--- src/rtl/periodic_count_ctrl.sv ---
// Periodic event counter: counts completed tick periods inside a
// tick window, with abort, saturation and one-cycle done pulse.
module periodic_count_ctrl #(
  parameter int CW = 8,
  parameter int PW = 4
) (
  input  logic          clock,
  input  logic          reset_n,
  input  logic          tick,
  input  logic          start,
  input  logic          abort,
  input  logic [PW-1:0] period,
  input  logic [7:0]    window,
  output logic [CW-1:0] count,
  output logic          evt,
  output logic          busy,
  output logic          done,
  output logic          aborted
);

  typedef enum logic [1:0] {
    IDLE,
    RUN,
    HALT
  } state_t;

  state_t        state_q, state_d;
  logic [PW-1:0] per_q, per_d;
  logic [7:0]    win_q, win_d;
  logic [PW-1:0] ph_q, ph_d;
  logic [7:0]    wt_q, wt_d;
  logic [CW-1:0] cnt_q, cnt_d;
  logic          evt_q, evt_d;
  logic          ab_q, ab_d;

  // State and datapath registers; reset forces period 1, unlimited window
  always_ff @(posedge clock or negedge reset_n) begin
    if (!reset_n) begin
      state_q <= IDLE;
      per_q   <= PW'(1);
      win_q   <= '0;
      ph_q    <= '0;
      wt_q    <= '0;
      cnt_q   <= '0;
      evt_q   <= 1'b0;
      ab_q    <= 1'b0;
    end else begin
      state_q <= state_d;
      per_q   <= per_d;
      win_q   <= win_d;
      ph_q    <= ph_d;
      wt_q    <= wt_d;
      cnt_q   <= cnt_d;
      evt_q   <= evt_d;
      ab_q    <= ab_d;
    end
  end

  // Next-state: launch, tick accounting, abort and window stop
  always_comb begin
    state_d = state_q;
    per_d   = per_q;
    win_d   = win_q;
    ph_d    = ph_q;
    wt_d    = wt_q;
    cnt_d   = cnt_q;
    evt_d   = 1'b0;
    ab_d    = ab_q;
    unique case (state_q)
      IDLE: begin
        if (start) begin
          state_d = RUN;
          per_d   = (period == '0) ? PW'(1) : period;
          win_d   = window;
          ph_d    = '0;
          wt_d    = '0;
          cnt_d   = '0;
          ab_d    = 1'b0;
        end
      end
      RUN: begin
        if (abort) begin
          state_d = HALT;
          ab_d    = 1'b1;
        end else if (tick) begin
          if (ph_q == per_q - PW'(1)) begin
            ph_d  = '0;
            evt_d = 1'b1;
            if (cnt_q != '1) cnt_d = cnt_q + CW'(1);
          end else begin
            ph_d = ph_q + PW'(1);
          end
          if (wt_q != 8'hFF) wt_d = wt_q + 8'd1;
          if (win_q != 8'd0 && wt_d == win_q) state_d = HALT;
        end
      end
      HALT: state_d = IDLE;
      default: state_d = IDLE;
    endcase
  end

  assign count   = cnt_q;
  assign evt     = evt_q;
  assign busy    = (state_q != IDLE);
  assign done    = (state_q == HALT);
  assign aborted = ab_q;

endmodule

--- config.mk ---
export PLATFORM = sky130hd
export DESIGN_NAME = periodic_count_ctrl
export DESIGN_NICKNAME = d
export VERILOG_FILES = /design/src/rtl/periodic_count_ctrl.sv
export SDC_FILE = /design/constraint.sdc
export NUM_CORES = 1
export LEC_CHECK = 0
export CAP_MARGIN = 20
export CORE_ASPECT_RATIO = 0.8
export CORE_MARGIN = 8
export CORE_UTILIZATION = 45
export DETAILED_ROUTE_END_ITERATION = 8
export PLACE_DENSITY = 0.67
export SLEW_MARGIN = 20
export SYNTH_ARGS = -nofsm -noshare
export SYNTH_HDL_FRONTEND = slang
export SYNTH_SLANG_ARGS = --single-unit
export TNS_END_PERCENT = 50
--- constraint.sdc ---
create_clock -name clock -period 3.2 [get_ports clock]
set_input_delay 0.96 -clock clock [delete_from_list [all_inputs] [get_ports clock]]
set_output_delay 0.96 -clock clock [all_outputs]
set_load 0.1 [all_outputs]
==> results.yml <==
worst_setup_path:
  crit_start: "abort"
  critPathBufInv: 1
  path_cells: "clkdlybuf4s50_1 > nand3b_1 > a21o_1 > a31oi_1 > nand4_1 > or3_1 > a21oi_1"
  crit_required_ns: 3.41
  end_kind: "flip-flop"
  worstPathArrival_ns: 2.80
  r2r-start: "wt_q[0]"
  path_class: "in2reg"
  critical_path.top_delay_family: "simple AND/OR/NAND/NOR gates"
  crit_slowest_cell: "clkdlybuf4s50_1"
  worst-r2r-cell-count: 7
  rrSetupSlack_ns: 0.78
  slowest_delay_ns: 0.49
  cp_max_fo: 7
  r2r-end: "state_q[0]"
  critPathLaunchType: "input pin"
sta:
  period_needed_ns: 2.59
  whs_ns: 0.554
  slew_violations: 0
  timing.final.crit_share_pct: 81.0
  tightest_slew_ns: 0.803
  fmax_mhz: 386
  hold_viol: 0
  skew_ns: 0.00596
  rsz0062_at_grt: "false"
  relSlewSlack_pct: 46.5
  finalSetupViolations: 0
  tns_ns: 0
clocking:
  cts_tree: "done"
  cts_inserted_buffers: 5
  path_clk_slew_ns: 0.08
  cts_num_sinks: 36
  post_cts_resize_count: 0
  cts_hold_buf: 0
  cts_setup_buffers: 0
  cts_root_buf: "clkbuf_8"
  cts.path.max_buffers: 2
  h-tree-depth: 2
  clk_latency_ns: 0.28
synthesis:
  synth_flop_cell: "dfrtp_1"
  synth_top_area_cell: "dfrtp_1"
  synth_edf_count: 0
  synthesis.area_um2: 2150
  ys_ff_latch: 36
  synth.distinct_cells: 51
  synthTopCellsByArea: "dfrtp_1, mux2_2, o21ai_0"
  syn_area_per_cell_um2: 9.49
  async_flop_share_pct: 100
  ys_seq_area_share_pct: 41.9
  syn-num-nets: 248
  synth_top_area_share_pct: 40.7
  synth_cells: 227
  ys_warn_count: 0
routing:
  wl_per_cell_um: 15.2
  vias: 1789
  drc: 0
  drt_iter0_markers: 117
  routed_wl_um: 4830
  ant_nets: 0
  vias_per_cell: 5.64
  dr.pass1.iters: 4
global_route:
  antenna_found_initial: 0
  grt_overflow_total: 0
  grt_pass1_wl_um: 8310
  grt_max_degree: 37
  grt_use_total_pct: 13.9
  first_global_vias: 1679
finish:
  multi_input_area_um2: 1170
  nNetsFinal: 277
  diodes: 0
  fillers: 419
  regArea_um2: 902
  mostFrequentLayoutCells: "dfrtp_1, nand2_1, o21ai_0, nor2_1, a21oi_1"
  final_util_pct: 55.5
  area_delta_synth_final_pct: 18.5
  drive_gt1_share_pct: 16.0
  final_common_cell: "dfrtp_1"
placement:
  io_buffers: 28
  gp_congestion: 0.913
  dp_hpwl_um: 3560
min_path:
  min_to: "per_q[3]"
  hp-start: "per_q[3]"
  holdCritPathClass: "reg2reg"
  hold_depth: 1
floorplanning:
  ios: 29
  core_area_um2: 4600
  num_rows: 22
  die_x_um: 93.3
  die-area_um2: 7270
  start_util_pct: 46.8
  die_h_um: 77.9
power:
  switching_power_w: 0.000740
  pwr-share-clk_pct: 21.1
  p_sw_share_pct: 39.6
  p_leak_nw: 1.11
  combPwrFrac_pct: 40.1
  internal_power_w: 0.00113
  peakVddDrop_v: 0.000528
  pwr-share-seq_pct: 38.8
  powerDensity_nw_per_um2: 733
run_status:
  status: "complete, no violations"
flow_run:
  cap_viol_max_count: 0
[state kept, by name, summed over array words and instances (netlist names)]
signal / count
count: 8
win_q: 8
wt_q: 8
per_q: 4
ph_q: 4
state_q: 2
aborted: 1
evt: 1
[Yosys cell counts, drive strengths merged, types with 2 or more instances]
| library cell | number |
|---|---|
| nand4 | 7 |
| nand2b | 3 |
| mux2i | 3 |
| nand4b | 2 |
| dfrtp | 35 |
| xor2 | 4 |
| clkbuf | 4 |
| nand2 | 21 |
| and4 | 2 |
| inv | 8 |
| nor3 | 5 |
| and3 | 3 |
| nor4 | 3 |
| a21o | 4 |
| nand3b | 4 |
| nand3 | 9 |
| a41o | 2 |
| a21oi | 16 |
| xnor2 | 10 |
| mux2 | 10 |
| o21ai | 19 |
| nor2 | 18 |
| or3 | 4 |
| ha | 4 |
| o31ai | 3 |
| a32o | 3 |
| buf | 5 |
[power by group through the flow]
stage	clock, W	combinational, W	sequential, W
final	0.000394	0.000751	0.000725
after global routing	0.000424	0.000823	0.000747
after CTS	0.000401	0.000755	0.000723
after detailed placement	0	0.000752	0.000733
after global placement	0	0.000743	0.000732
after floorplan	0	0.000529	0.000753
[per-stage QoR]
stage	instance area (um2)	instances	power (W)	worst slack, ns
finish	2550	317	0.00187	0.608
global route	2550	317	0.00199	0.471
CTS	2550	317	0.00188	0.629
detailed placement	2440	309	0.00148	0.331
global placement	2440	309	0.00148	0.378
floorplan	2150	227	0.00128	0.526
[how the worst max path moves through the flow]
stage / end / cells past startpoint
2_1_floorplan: done / 2
3_3_place_gp: count[4] / 7
3_5_place_dp: count[6] / 7
4_1_cts: count[4] / 7
5_1_grt: count[4] / 7
6_report: count[4] / 7
[metal layers]
metal  up-vias  global-route usage (%)  wire length [um]
li1        887                       -                 -
met1       870                    20.9              2570
met2        30                    19.3              2030
met3         2                    3.37               203
met4         0                    3.05                34
met5         -                       0                 0
[worst register-to-register path: stages (launching register included)]
cell,delay [ns]
dfrtp_1,0.49
ha_1,0.26
and4_1,0.19
nand2_2,0.20
nor2_1,0.07
a41o_2,0.22
or4_4,0.52
o311a_1,0.36
[area by class of cell]
type	instances	area share, %
inverter	8	1.18
sequential	36	35.3
tap	60	2.94
clock inverter	2	1.37
clock buffer	6	2.84
timing repair buffer	31	10.5
multi-input combinational	174	45.8
[cell families after synthesis]
family,share of synthesized area (%)
adders and majority gates,2.32
DFF,41.9
and+or+nand+nor,21.6
AOI/OAI and AO/OA,17.0
muxes,6.62
buffers and inverters,3.78
xor gates and xnor gates,6.80
(Power assumes the default switching activity.)
